`config.mk`:
```
export PLATFORM = sky130hd
export DESIGN_NAME = spi_master_param
export DESIGN_NICKNAME = d
export VERILOG_FILES = /design/src/rtl/spi_master_param.sv
export SDC_FILE = /design/constraint.sdc
export NUM_CORES = 1
export LEC_CHECK = 0
export CORE_UTILIZATION = 30
export DETAILED_ROUTE_END_ITERATION = 6
export REMOVE_ABC_BUFFERS = 1
export SLEW_MARGIN = 15
export SYNTH_ARGS = -nofsm -noshare
export SYNTH_HDL_FRONTEND = slang
export SYNTH_SLANG_ARGS = --single-unit
```
`constraint.sdc`:
```
create_clock -name clkfast -period 2.9 [get_ports clkfast]
set_input_delay 0.435 -clock clkfast [delete_from_list [all_inputs] [get_ports clkfast]]
set_output_delay 0.435 -clock clkfast [all_outputs]
set_load 0.005 [all_outputs]
```
`src/rtl/spi_master_param.sv`:
```
// rtl/spi_master_param.sv - parametrised SPI master with control/data registers
`timescale 1ns/1ps
module spi_master_param #(
  parameter int REG_W  = 32,
  parameter int NUM_SS = 4,
  parameter int DIV_W  = 8
) (
  input  logic              clkfast,
  input  logic              rst,
  input  logic              RegSel,
  input  logic              WR,
  input  logic [REG_W-1:0]  DatosIN,
  output logic [REG_W-1:0]  SalidaMUX,
  input  logic              MISO,
  output logic              MOSI,
  output logic              SCLK,
  output logic [NUM_SS-1:0] SS,
  output logic              IRQ
);

  typedef enum logic [1:0] {IDLE, LEAD, SHIFT, TRAIL} state_t;
  state_t state, state_nxt;

  localparam logic [4:0] LEN_MAX = 5'(REG_W - 1);

  logic [DIV_W-1:0]  div, cnt;
  logic              cpol, cpha, lsb_first, done;
  logic [4:0]        lenm1, len_in;
  logic [2:0]        ss_idx;
  logic [5:0]        ecnt;
  logic [REG_W-1:0]  data;
  logic [31:0]       wr32, rd32, dext, lmask, shifted;
  logic [NUM_SS-1:0] ss_sel;
  logic busy, tick, wr_ok, start_acc, shift_edge, last_edge, sample, drive, finish;
  logic unused_bits;

  // Control fields are decoded from a 32-bit view so narrow REG_W still elaborates.
  always_comb begin
    wr32 = '0;
    wr32[REG_W-1:0] = DatosIN;
    dext = '0;
    dext[REG_W-1:0] = data;
  end

  assign len_in    = (wr32[20:16] > LEN_MAX) ? LEN_MAX : wr32[20:16];
  assign lmask     = 32'hFFFF_FFFF >> (5'd31 - lenm1);
  assign wr_ok     = WR && !busy;
  assign start_acc = wr_ok && !RegSel && wr32[0];

  always_comb begin
    for (int i = 0; i < NUM_SS; i++) ss_sel[i] = (wr32[26:24] != 3'(i));
  end

  // Received bit enters at bit 0 (MSB-first) or at bit LEN-1 (LSB-first).
  always_comb begin
    if (lsb_first) begin
      shifted = (dext >> 1) & (lmask >> 1);
      shifted[lenm1] = MISO;
    end else begin
      shifted = ((dext << 1) | {31'b0, MISO}) & lmask;
    end
  end

  always_ff @(posedge clkfast or negedge rst) begin
    if (!rst) state <= IDLE;
    else      state <= state_nxt;
  end

  always_comb begin
    state_nxt = state;
    case (state)
      IDLE:    if (start_acc)        state_nxt = LEAD;
      LEAD:    if (tick)             state_nxt = SHIFT;
      SHIFT:   if (tick && last_edge) state_nxt = TRAIL;
      TRAIL:   if (tick)             state_nxt = IDLE;
      default:                       state_nxt = IDLE;
    endcase
  end

  // ecnt holds edges already made, so ecnt[0]==0 means the coming edge is odd.
  always_comb begin
    busy       = (state != IDLE);
    tick       = (cnt == div);
    shift_edge = (state == SHIFT) && tick;
    last_edge  = (ecnt == {lenm1, 1'b1});
    sample     = shift_edge && (ecnt[0] == cpha);
    drive      = shift_edge && (ecnt[0] != cpha) && !last_edge;
    finish     = (state == TRAIL) && tick;
  end

  always_ff @(posedge clkfast or negedge rst) begin
    if (!rst) begin
      cnt <= '0; div <= '0; cpol <= 1'b0; cpha <= 1'b0; lsb_first <= 1'b0;
      lenm1 <= '0; ss_idx <= '0; done <= 1'b0; ecnt <= '0; data <= '0;
      MOSI <= 1'b0; SCLK <= 1'b0; SS <= '1; IRQ <= 1'b0;
    end else begin
      IRQ <= finish;
      if (busy) cnt <= tick ? '0 : cnt + 1'b1;
      else      cnt <= '0;

      if (wr_ok && !RegSel) begin
        cpol      <= wr32[3];
        cpha      <= wr32[4];
        lsb_first <= wr32[5];
        div       <= wr32[8 +: DIV_W];
        lenm1     <= len_in;
        ss_idx    <= wr32[26:24];
        done      <= 1'b0;
        SCLK      <= wr32[3];
      end else if (!busy) begin
        SCLK <= cpol;
      end else if (shift_edge) begin
        SCLK <= ~SCLK;
      end

      if (start_acc) begin
        SS   <= ss_sel;
        MOSI <= wr32[5] ? dext[0] : dext[len_in];
        ecnt <= '0;
      end
      if (shift_edge) ecnt <= ecnt + 1'b1;
      if (drive) MOSI <= lsb_first ? dext[0] : dext[lenm1];

      if (wr_ok && RegSel) data <= DatosIN;
      else if (sample)     data <= shifted[REG_W-1:0];

      if (finish) begin
        SS   <= '1;
        done <= 1'b1;
      end
    end
  end

  always_comb begin
    rd32 = '0;
    rd32[1] = busy;
    rd32[2] = done;
    rd32[3] = cpol;
    rd32[4] = cpha;
    rd32[5] = lsb_first;
    rd32[8 +: DIV_W] = div;
    rd32[20:16] = lenm1;
    rd32[26:24] = ss_idx;
    SalidaMUX = RegSel ? data : rd32[REG_W-1:0];
  end

  assign unused_bits = ^{wr32, shifted, rd32};

endmodule

```
After elaboration in Yosys (flattened, before gate mapping)

Index checks and enable logic that the tools add are counted.

Mux-type cells: 32
Shift operators: 1
Add/sub/neg operators: 3
Reductions and logical operators: 23
Magnitude comparators: 4
Equality and inequality tests: 15
Bitwise gates (word level): 4

Operators with widths:

| operator                                                              | count |
|---|---|
| 32-bit 2-to-1 mux                                                     | 4 |
| 32-bit AND                                                            | 1 |
| 32-bit bitwise mux                                                    | 1 |
| 32-bit by 1-bit OR with 32-bit output                                 | 1 |
| 32-bit by 5-bit >> shifter with 32-bit output (first input constant)  | 1 |
| 31-bit AND                                                            | 1 |
| 8-bit 2-to-1 mux                                                      | 2 |
| 5-bit by 6-bit < comparator with 1-bit output (second input constant) | 2 |
| 1-bit 2-to-1 mux                                                      | 12 |
| 6-bit 2-to-1 mux                                                      | 2 |
| 2-bit nonzero test                                                    | 6 |
| 1-bit logical AND                                                     | 11 |
| 1-bit binary-select mux with 5-bit select                             | 2 |
| 8-bit by 1-bit adder with 8-bit output (second input constant)        | 1 |
| 8-bit == test                                                         | 1 |
| 2-bit 2-to-1 mux                                                      | 4 |
| 4-bit 2-to-1 mux                                                      | 2 |
| 2-bit != test (second input constant)                                 | 4 |
| 2-bit one-hot mux with 4 select lines                                 | 1 |
| 6-bit by 1-bit adder with 6-bit output (second input constant)        | 1 |
| 6-bit == test                                                         | 1 |
| 3-bit by 1-bit != test with 1-bit output (second input constant)      | 2 |
| 3-bit by 2-bit != test with 1-bit output (second input constant)      | 2 |
| 1-bit demux with 5-bit select                                         | 1 |
| other kinds (13)                                                      | 16 |

Output and inout bits: 39
Register bits: 75
Bits of input ports: 37
Logic and storage cells: 97

Longest topological paths before layout

Depth after elaboration: 8
Gate-level depth with buffers: 10
Gate-level depth less buffers: 8

Worst setup path before layout

Ideal clock, no wire load.

Path kind: input -> register
Start point: input DatosIN[16]
End point: register MOSI
Slack: 0.788 ns
Cell stages on the path: 6
Path buffers: 1
Library setup time: 0.125 ns
Arrival: 1.987 ns
Data required time: 2.775 ns
Path through: clkbuf_1 -> mux4_2 -> mux4_2 -> or3_1 -> nand4_1 -> nand3_1

Cells in the longest elaborated chain, start to end: 7

RTL lines:

| element                                     | line | text |
|---|---|---|
| start, declared                             | 12   | `input logic [REG_W-1:0] DatosIN,` |
| 5-bit > comparator                          | 45   | `assign len_in = (wr32[20:16] > LEN_MAX) ? LEN_MAX : wr32[20:16];` |
| 5-bit 2-to-1 mux *                          | 45   |  |
| 1-bit binary-select mux with 5-bit select * | 118  | `MOSI <= wr32[5] ? dext[0] : dext[len_in];` |
| 1-bit 2-to-1 mux (not written as such) *    | 118  |  |
| 1-bit 2-to-1 mux *                          | 118  |  |
| 1-bit 2-to-1 mux *                          | 116  | `if (start_acc) begin` |
| 1-bit 2-to-1 mux *                          | 122  | `if (drive) MOSI <= lsb_first ? dext[0] : dext[lenm1];` |
| end signal, assigned                        | 118  |  |
| end signal, assigned                        | 122  |  |
| end, declared                               | 15   | `output logic MOSI,` |

Mark *: on every way between the ends. The rest lies on a longest branch, timed or not. The select of a mux whose other input is x is not followed.
A chain may end at the register's enable or synchronous reset.

Final worst setup path

Start point: register lenm1[4]
End point: output SalidaMUX[20]

Cells in the longest elaborated chain, start to end: 1

RTL lines:

| element                | line | text |
|---|---|---|
| start, declared        | 28   | `logic [4:0] lenm1, len_in;` |
| start signal, assigned | 106  | `lenm1 <= len_in;` |
| 32-bit 2-to-1 mux      | 144  | `SalidaMUX = RegSel ? data : rd32[REG_W-1:0];` |
| end, declared          | 13   | `output logic [REG_W-1:0] SalidaMUX,` |

No other way between the ends.

==> summary by stage <==
STA
The final setup violation count is 0. The final critical-path required period is 2741 ps. For the final routed database, the setup TNS stands at 0 ps. The number of max-slew violations in the final report was 0. Dividing the final minimum period by the clock period gives 94.50%. The number of hold-slack violations in the final timing report is 0. The relative slew slack is 47.85%.

Setup repair after global routing left no endpoint under its margin. For the pin with the worst max-slew slack, the measured transition is 782.3 ps. For the final database, setup skew stands at 9.073 ps. The maximum clock rate is 0.3649 GHz.

Placement
The half-perimeter wire length after placement is 12500 um. During placement, the flow inserted port buffers numbering 75. The routability congestion estimate is 0.9189.

Floorplan
Pin placement for this block handled 76 I/O pins. The area of the core is 0.01796 mm^2. The die outline height is 137.5 um.

The area of the die is 0.01890 mm^2. The starting density of the core is 30.65%. The horizontal extent of the die is 137.5 um. In this run the core area contains 49 standard-cell rows.

Routing
The first TritonRoute pass finished after 6 iterations. After detailed routing, the number of vias per cell comes to 5.449. The routed layout has 5122 vias.

The number of violations reported at the end of detailed-routing iteration 0 is 379. In the final routed layout, each cell accounts on average for 18.63 um. The post-route antenna net violation count is 0. Wires add up to 17520 um. The remaining routing DRC violations is 0.

Clocking
After clock tree synthesis, the clock-pin slew on the worst setup and hold paths is 60 ps. The number of sinks driven by the clock tree is 75. In this run, post-CTS repair resized a total of 0 instances.

The H-tree was split into 3 levels. TritonCTS built the clock tree. The largest buffer count on any clock path is 2.

The cell sitting at the root of the clock tree is a sky130_fd_sc_hd__clkbuf_16. Post-CTS timing repair inserted 0 buffers for setup. In this run, post-CTS hold repair placed 0 buffers. The clock latency of the later-clocked register in the worst-skew pair is 350 ps. The total clock buffers created by CTS is 9.

Cells and area
The antenna cell count is 0. The layout cell share with drive strength beyond 1 is 12.38%. From synthesis to final layout, the design area changed by 24.07%. After the last flow step, the layout net total stands at 750.

Measured on the finished design, the core utilization comes to 38.02%.

Synthesis
Counting flops with an async set or reset pin after synthesis yields a share of 100.0%. Ranked by total cell area, the synthesized netlist is headed by sky130_fd_sc_hd__dfrtp_1, sky130_fd_sc_hd__nand2_1, sky130_fd_sc_hd__mux2_2, sky130_fd_sc_hd__mux4_2, sky130_fd_sc_hd__mux2i_1. The largest total area in the synthesized netlist belongs to sky130_fd_sc_hd__dfrtp_1. The number of unique standard cell types used by synthesis is 63. The post-synthesis area per instance is 8.444 um^2. The cell area that synthesis handed to floorplanning was 0.005505 mm^2. In this run, synthesis inferred 0 flip-flops with an integrated enable. In this run the biggest area consumer among cell types represents 32.27% of the synthesized area. The cell count after synthesis is 652. The post-synthesis register bit count is 75. The Yosys step of the flow raised 0 warnings. The most used flip-flop cell after synthesis is sky130_fd_sc_hd__dfrtp_1. The share of the Yosys chip area taken by registers is 34.18%.

Worst setup path
The worst setup path is launched from a flip-flop. The element type at the critical path end is an output port. The worst register-to-register path begins at lenm1[4]. The number of cells traversed by the worst register-to-register path is 6.

STA puts the critical path data arrival time at 2310 ps. The startpoint-to-endpoint class of the critical path is flip-flop to output port. Across all register-to-register paths, the minimum setup slack is 600 ps. The worst register-to-register path ends at MOSI.

The data required time at the worst endpoint is 2470 ps. Of all nets on the critical path, the largest fanout is 14.

Power
Across the VDD grid, the largest voltage drop is 443.1 uV. The analysis attributes to cell leakage a power of 2.784 nW. Power comes to 7.084 mW. In this run the power density over the cells is 1037 mW/mm^2.

Run status
The flow ran to the end, and the final reports show no timing, DRC or antenna violations.

Run
Max-cap violations in this run came to 0.

Hold path
The type of the tightest min-delay check is input pin to async pin.

Global route
met2 is the most crowded layer. The met1 layer usage reported by global route is 27.26%. The global-route congestion overflow total is 0. The via count of the first global-routing pass is 4798. The global routing usage on met3 is 4.783%. For met2 alone, demand over resource in global routing was 29.87%. Global routing used 19.43% of the available tracks.

The initial antenna violation count is 0. The global-route wire length before repair is 27660 um. The maximum number of pins on one net before global-route repair is 57.
[layout by cell type (no fill, tap or decap), types with 5 or more instances in the layout]
master / n
sky130_fd_sc_hd__a2111oi_0: 6
sky130_fd_sc_hd__a211oi_1: 7
sky130_fd_sc_hd__a21oi_1: 37
sky130_fd_sc_hd__a31oi_1: 7
sky130_fd_sc_hd__and2_1: 14
sky130_fd_sc_hd__and3_1: 5
sky130_fd_sc_hd__buf_4: 25
sky130_fd_sc_hd__clkbuf_16: 9
sky130_fd_sc_hd__clkdlybuf4s50_1: 74
sky130_fd_sc_hd__dfrtp_1: 70
sky130_fd_sc_hd__ha_1: 7
sky130_fd_sc_hd__inv_1: 9
sky130_fd_sc_hd__mux2_2: 23
sky130_fd_sc_hd__mux2i_1: 24
sky130_fd_sc_hd__mux4_2: 11
sky130_fd_sc_hd__nand2_1: 114
sky130_fd_sc_hd__nand2b_1: 5
sky130_fd_sc_hd__nand3_1: 24
sky130_fd_sc_hd__nand4_1: 5
sky130_fd_sc_hd__nor2_1: 47
sky130_fd_sc_hd__nor2b_1: 6
sky130_fd_sc_hd__nor3_1: 7
sky130_fd_sc_hd__o21ai_0: 25
sky130_fd_sc_hd__o21ai_1: 33
sky130_fd_sc_hd__o31ai_1: 16
sky130_fd_sc_hd__xnor2_1: 7
sky130_fd_sc_hd__xor2_1: 15
[registers in the layout, summed over array words and instances, names as in the netlist]
signal and cells:
done 1, lsb_first 1, div 8, IRQ 1, cpol 1, state 2, SS 4, cnt 8
ecnt 6, MOSI 1, data 32, SCLK 1, cpha 1, ss_idx 3, lenm1 5
[per-stage QoR]
| step | hold slack, ps | std cells | setup slack (ps) | cell area, um^2 |
|---|---|---|---|---|
| floorplan | 139.4 | 595 | -12.45 | 5256 |
| global placement | 456.8 | 924 | 274.6 | 6492 |
| detailed placement | 462.4 | 924 | 198.4 | 6492 |
| CTS | 197.5 | 940 | 171.2 | 6830 |
| global route | 216.5 | 940 | 63.11 | 6830 |
| finish | 148.7 | 940 | 159.4 | 6830 |
[power breakdown]
| group | total, mW | internal [mW] | switching (mW) |
|---|---|---|---|
| registers | 2.30 | 1.48 | 0.820 |
| clock network | 1.27 | 0.803 | 0.467 |
| logic | 3.52 | 1.74 | 1.77 |
| total | 7.08 | 4.02 | 3.06 |
[logic make-up after synthesis]
group,Yosys count,synth area share (%)
compound gates,165,18.80
xor+xnor,22,3.500
fa+ha+maj,7,1.591
buf+inv,68,5.273
flops,75,34.18
mux,61,14.73
simple gates,254,21.93
[synthesized netlist by cell type (6+ instances only)]
| master | instances |
|---|---|
| sky130_fd_sc_hd__a211oi_1 | 7 |
| sky130_fd_sc_hd__mux2i_1 | 24 |
| sky130_fd_sc_hd__xor2_1 | 15 |
| sky130_fd_sc_hd__inv_1 | 9 |
| sky130_fd_sc_hd__nor3_1 | 7 |
| sky130_fd_sc_hd__ha_1 | 7 |
| sky130_fd_sc_hd__mux4_2 | 11 |
| sky130_fd_sc_hd__nor2_1 | 47 |
| sky130_fd_sc_hd__o31ai_1 | 16 |
| sky130_fd_sc_hd__nand2_1 | 114 |
| sky130_fd_sc_hd__nand3_1 | 24 |
| sky130_fd_sc_hd__a31oi_1 | 7 |
| sky130_fd_sc_hd__mux2_2 | 23 |
| sky130_fd_sc_hd__and2_1 | 14 |
| sky130_fd_sc_hd__a21oi_1 | 37 |
| sky130_fd_sc_hd__clkbuf_1 | 38 |
| sky130_fd_sc_hd__o21ai_0 | 25 |
| sky130_fd_sc_hd__buf_2 | 10 |
| sky130_fd_sc_hd__xnor2_1 | 7 |
| sky130_fd_sc_hd__nor2b_1 | 6 |
| sky130_fd_sc_hd__o21ai_1 | 33 |
| sky130_fd_sc_hd__a2111oi_0 | 6 |
| sky130_fd_sc_hd__dfrtp_1 | 71 |
[critical path, stage by stage, from the launching register on]
cell and delay [ps]:
sky130_fd_sc_hd__dfrtp_1 630, sky130_fd_sc_hd__clkinv_1 490, sky130_fd_sc_hd__o21ai_0 300, sky130_fd_sc_hd__clkdlybuf4s50_1 530
[layout make-up]
cell class	count	area (um^2)
clock inverters	5	85.08
repair buffers	100	948.4
well taps	229	286.5
fillers	1848	11130
flip-flops and latches	75	1883
multi-input cells	509	3333
inverters	11	41.29
clock buffers	11	252.7
[how the worst max path moves through the flow]
stage | startpoint | end | slack [ps] | depth (start not counted)
after floorplan | div[6] | data[24] | -10 | 6
after global placement | DatosIN[18] | MOSI | 270 | 6
after detailed placement | DatosIN[18] | MOSI | 200 | 6
after CTS | lenm1[4] | SalidaMUX[20] | 170 | 3
after global routing | lenm1[4] | SalidaMUX[20] | 60 | 3
final | lenm1[4] | SalidaMUX[20] | 160 | 3
[routing by layer]
metal,routed length [um],vias up
met2,8005,183
li1,-,2449
met4,223,0
met3,1162,23
met5,0,-
met1,8125,2467
Note: power is estimated with default switching activity, not from simulation.
